File: src/rtl/vx_lz_decoder_pkg.sv
// Helpers shared by vx_lz_decoder and its one-hot sub-module.
// Optional mask accumulator is enabled by defining VX_LZ_DECODER_MASK_EN.
`ifndef LOG2UP
`define LOG2UP(x) (((x) > 1) ? $clog2(x) : 1)
`endif
`ifndef TRACING_OFF
`define TRACING_OFF
`endif
`ifndef TRACING_ON
`define TRACING_ON
`endif

package vx_lz_decoder_pkg;

  // Zero count that selects a given output bit: trailing zeros when
  // reversed, leading zeros from the MSB otherwise.
  function automatic int lz_count_for_bit(int bit_idx, int n, int reverse);
    return (reverse != 0) ? bit_idx : (n - 1 - bit_idx);
  endfunction

endpackage

File: src/rtl/vx_lz_decoder_onehot.sv
// Combinational zero-count to one-hot conversion, direction set by REVERSE.
`TRACING_OFF
module vx_lz_decoder_onehot
  import vx_lz_decoder_pkg::*;
#(
  parameter int N       = 2,
  parameter int REVERSE = 0,
  parameter int LOGN    = `LOG2UP(N)
) (
  input  logic [LOGN:0] cnt_i,
  input  logic          en_i,
  output logic [N-1:0]  onehot_o
);

  always_comb begin
    onehot_o = '0;
    for (int i = 0; i < N; i++) begin
      onehot_o[i] = en_i && (int'(cnt_i) == lz_count_for_bit(i, N, REVERSE));
    end
  end

endmodule
`TRACING_ON

File: src/rtl/vx_lz_decoder.sv
// Expands a (zero count, length) request into a stream of one-hot beats.
// Define VX_LZ_DECODER_MASK_EN to build the accumulated thermometer mask.
`TRACING_OFF
module vx_lz_decoder
  import vx_lz_decoder_pkg::*;
#(
  parameter int N       = 2,
  parameter int REVERSE = 0,
  parameter int LOGN    = `LOG2UP(N)
) (
  input  logic          clk,
  input  logic          reset,
  input  logic          valid_in,
  output logic          ready_in,
  input  logic [LOGN-1:0] count_in,
  input  logic [LOGN:0] len_in,
  output logic          valid_out,
  input  logic          ready_out,
  output logic [N-1:0]  data_out,
  output logic [N-1:0]  mask_out,
  output logic          last_out,
  output logic          err_out,
  output logic          busy_o
);

  // Handshakes: a transfer happens on a rising edge where valid and ready are
  // both high; valid never waits on ready, and a held beat stays unchanged.
  typedef enum logic {IDLE = 1'b0, BUSY = 1'b1} state_e;

  localparam logic [LOGN:0] EDGE_CNT = (LOGN+1)'(N - 1);
  localparam logic [LOGN:0] N_CNT    = (LOGN+1)'(N);

  state_e        state_q, state_d;
  logic [LOGN:0] cnt_q, cnt_d;
  logic [LOGN:0] rem_q, rem_d;
  logic          last_q, last_d;
  logic          err_q, err_d;
  logic [N-1:0]  data_q, data_d;
  logic [N-1:0]  beat_d;
  logic          load_beat;

  always_comb begin
    state_d   = state_q;
    cnt_d     = cnt_q;
    rem_d     = rem_q;
    last_d    = last_q;
    err_d     = 1'b0;
    load_beat = 1'b0;
    case (state_q)
      IDLE: begin
        if (valid_in) begin
          if ({1'b0, count_in} >= N_CNT) begin
            err_d = 1'b1;
          end else if (len_in != '0) begin
            state_d   = BUSY;
            cnt_d     = {1'b0, count_in};
            rem_d     = len_in - 1'b1;
            load_beat = 1'b1;
          end
        end
      end
      BUSY: begin
        if (ready_out) begin
          if (last_q) begin
            state_d = IDLE;
            last_d  = 1'b0;
          end else begin
            cnt_d     = cnt_q + 1'b1;
            rem_d     = rem_q - 1'b1;
            load_beat = 1'b1;
          end
        end
      end
      default: state_d = IDLE;
    endcase
    // Both directions reach the vector edge when the zero count hits N-1.
    if (load_beat) begin
      last_d = (rem_d == '0) || (cnt_d == EDGE_CNT);
    end
  end

  vx_lz_decoder_onehot #(
    .N       (N),
    .REVERSE (REVERSE),
    .LOGN    (LOGN)
  ) u_onehot (
    .cnt_i    (cnt_d),
    .en_i     (load_beat),
    .onehot_o (beat_d)
  );

  assign data_d = load_beat ? beat_d : ((state_d == BUSY) ? data_q : '0);

  always_ff @(posedge clk or posedge reset) begin
    if (reset) begin
      state_q <= IDLE;
      cnt_q   <= '0;
      rem_q   <= '0;
      last_q  <= 1'b0;
      err_q   <= 1'b0;
      data_q  <= '0;
    end else begin
      state_q <= state_d;
      cnt_q   <= cnt_d;
      rem_q   <= rem_d;
      last_q  <= last_d;
      err_q   <= err_d;
      data_q  <= data_d;
    end
  end

`ifdef VX_LZ_DECODER_MASK_EN
  logic [N-1:0] mask_q, mask_d;

  // A fresh request restarts the accumulation from its first beat.
  always_comb begin
    mask_d = (state_d == BUSY) ? mask_q : '0;
    if (load_beat) begin
      mask_d = ((state_q == IDLE) ? '0 : mask_q) | beat_d;
    end
  end

  always_ff @(posedge clk or posedge reset) begin
    if (reset) begin
      mask_q <= '0;
    end else begin
      mask_q <= mask_d;
    end
  end

  assign mask_out = mask_q;
`else
  assign mask_out = '0;
`endif

  assign ready_in  = (state_q == IDLE) && !reset;
  assign valid_out = (state_q == BUSY);
  assign data_out  = data_q;
  assign last_out  = last_q;
  assign err_out   = err_q;
  assign busy_o    = (state_q == BUSY);

endmodule
`TRACING_ON

File: config.mk
export PLATFORM = sky130hd
export DESIGN_NAME = vx_lz_decoder
export DESIGN_NICKNAME = d
export VERILOG_FILES = /design/src/rtl/vx_lz_decoder_pkg.sv /design/src/rtl/vx_lz_decoder_onehot.sv /design/src/rtl/vx_lz_decoder.sv
export SDC_FILE = /design/constraint.sdc
export NUM_CORES = 1
export LEC_CHECK = 0
export CAP_MARGIN = 20
export CORE_AREA = 4 4 41 43
export DETAILED_ROUTE_END_ITERATION = 8
export DIE_AREA = 0 0 45 47
export GPL_TIMING_DRIVEN = 0
export PLACE_DENSITY = 0.67
export SYNTH_ARGS = -nofsm -noshare
export SYNTH_HDL_FRONTEND = slang
export SYNTH_SLANG_ARGS = --single-unit
File: constraint.sdc
create_clock -name clk -period 1.2 [get_ports clk]
set_input_delay 0.24 -clock clk [delete_from_list [all_inputs] [get_ports clk]]
set_output_delay 0.24 -clock clk [all_outputs]
set_load 0.01 [all_outputs]
==> qor.txt <==
Area delta synth->final - 42.6%
Initial DRC count - 18
Fin. Hold Viols - 0
TritonCTS clock tree - built
HP Start - ready_out
Grt total ovfl - 0
Chip Width - 45 um
Global Route Usage Sum - 12.3%
Htree depth - 1
RePlAce Congestion - 0.802
IO buf count - 12
Layout cells sized above 1 - 24.1%
Critical Path Source - busy_o$_DFF_PP0_
Critical Path Most Common Cell - buf_6
Status - finished, violations left
CP endpoint kind - primary output
Pre-antenna DRT Iters - 4
Synth Flop Type - dfrtp_1
Inserted Diodes - 0
CTS Root Cell - clkbuf_4
Total Die Area - 2120 um2
Antenna violations before repair - 0
Clk_skew - 0.00811 ns
EDFF count, synth - 0
Detailed-route via count - 467
Buf/Inv on CP - 3
Fin Setup TNS - -0.141 ns
Final setup vio count - 1
Final HPWL DP - 836 um
Reg-to-Reg Start - last_out$_DFFE_PP0P_
DR WL/cell - 11.8 um
# IOs - 16
Post-route setup slack - -0.141 ns
Ys Warns - 0
Max incr delay on CP - 0.40 ns
Wirelength, routed - 1.11 mm
Crit-path max FO - 10
Highest clock rate - 0.746 GHz
Crit path max-delay cell type - dfrtp_1
Violated checks - setup timing
Inserted Clock Buffers - 3
Synth Area per Inst - 8.32 um2
Number of global-route vias before repair - 399
Cell family with most CP delay - flip-flops
Post-synthesis cell area - 499 um2
TritonCTS Sinks - 8
DRC Markers - 0
Maximum VDD drop - 0.00111 V
Worst min-delay path class - input pin to register
Sequential area share after synthesis - 40.1%
Post-layout nets - 88
Synth cell types - 27
Cell Pwr Density - 2380 nW/um2
Vert. Die Dim - 47 um
First-pass GRT wire length - 1.81 mm
# Max-Cap Violations - 0
Crit path launch type - register
Clock network latency to the later pin of the worst-skew pair - 0.26 ns
Leak - 0.344 nW
Pins Over Slew Limit - 0
Post-synth ARST share - 100%
Initial core utilization - 38.4%
Unrepaired setup endpoints after global routing - yes
Detail Route Antenna Nets - 0
Largest net degree at the start of global routing - 11
Core Region - 1300 um2
Period utilisation layout - 112%
Vias per cell - 4.97
Max Root-Sink Buffers - 2
Crit path kind - register to primary output
Fill count - 125
Cells along the critical path - buf_6 > buf_8 > nor2_4 > buf_6
Final Critical Period - 1.34 ns
Critical Path AT - 1.10 ns
Syn Inst Count - 60
Synthesized flop and latch total - 8
Worst slack, placed - -0.443 ns
Row cnt - 13
Critical Path RT - 0.96 ns
Worst-path clk slew - 0.06 ns
[cells in the mapped netlist (2+ instances only)]
| cell | n | area share (%) |
|---|---|---|
| nand2_1 | 9 | 6.8 |
| dfrtp_1 | 8 | 40 |
| nor2_1 | 8 | 6.0 |
| buf_4 | 4 | 6.0 |
| a21oi_1 | 3 | 3.0 |
| a31oi_1 | 3 | 3.8 |
| inv_1 | 3 | 2.3 |
| buf_2 | 2 | 2.0 |
| xnor2_1 | 2 | 3.5 |
[state kept, by name, indices dropped and copies added (netlist names)]
| name | count |
|---|---|
| rem_q | 2 |
| last_out | 1 |
| busy_o | 1 |
| cnt_q | 2 |
| data_out | 2 |
[layer usage]
metal	vias up	track usage, %	share of wire (%)
li1	240	-	-
met1	213	14.8	44
met2	12	18.9	47
met3	2	6.90	7.9
met4	0	3.51	0.36
met5	-	0	0
[worst paths after layout]
path	to	slack (ns)	cells after the start
max in group asynchronous	data_out[1]$_DFFE_PP0P_	0.64	2
min in group asynchronous	cnt_q[0]$_DFF_PP0_	0.32	2
max	ready_in	-0.14	4
min reg2reg	data_out[1]$_DFFE_PP0P_	0.57	2
max reg2reg	cnt_q[1]$_DFF_PP0_	0.09	4
min	busy_o$_DFF_PP0_	0.29	2
[what timing repair did]
action | CTS | global route
hold buffers | 0 | 0
setup buffers | 1 | 1
setup endpoints to repair | 7 | 6
pin swaps | 1 | 0
gates resized for setup | 19 | 5
[through the flow]
step	util (%)	hold WS, ns	instances	cell area [um2]	total power [mW]
6_report	54.7	0.294	94	712	1.69
3_3_place_gp	49.6	0.518	89	646	1.39
3_5_place_dp	49.6	0.531	89	646	1.41
4_1_cts	52.5	0.290	93	683	1.65
2_1_floorplan	-	0.0557	62	507	1.09
5_1_grt	54.7	0.332	94	712	1.85
[cell families after synthesis]
kind of cell,after synthesis,synth area share [%]
xor+xnor,3,5.26
simple gates,24,22.1
mux,1,2.01
other cells,1,0.751
buf+inv,9,10.3
flops,8,40.1
compound gates,14,19.6
[cell type report]
class	instances	area, um2	share of cell area [%]
sequential	8	200	28.1
timing repair buffer	14	136	19.2
inverter	3	11.3	1.58
tap	15	18.8	2.64
clock buffer	3	22.5	3.16
buffer	6	56.3	7.91
multi-input combinational	45	267	37.4
[layout by cell type (no fill, tap or decap), types with 2 or more instances in the layout]
cell	netlist	layout
a21oi_1	3	3
a31oi_1	3	3
buf_4	4	6
buf_6	0	3
clkbuf_4	0	3
clkdlybuf4s50_1	0	5
conb_1	1	3
dfrtp_1	8	8
dlygate4sd2_1	0	3
inv_1	3	3
nand2_1	9	9
nor2_1	8	7
xnor2_1	2	2
[power by group]
group	total [mW]	switching [mW]	internal, mW
sequential	0.532	0.124	0.408
combinational	0.951	0.430	0.521
clock	0.210	0.0952	0.115
total	1.69	0.649	1.04
Power figures use the tool's default switching activity.
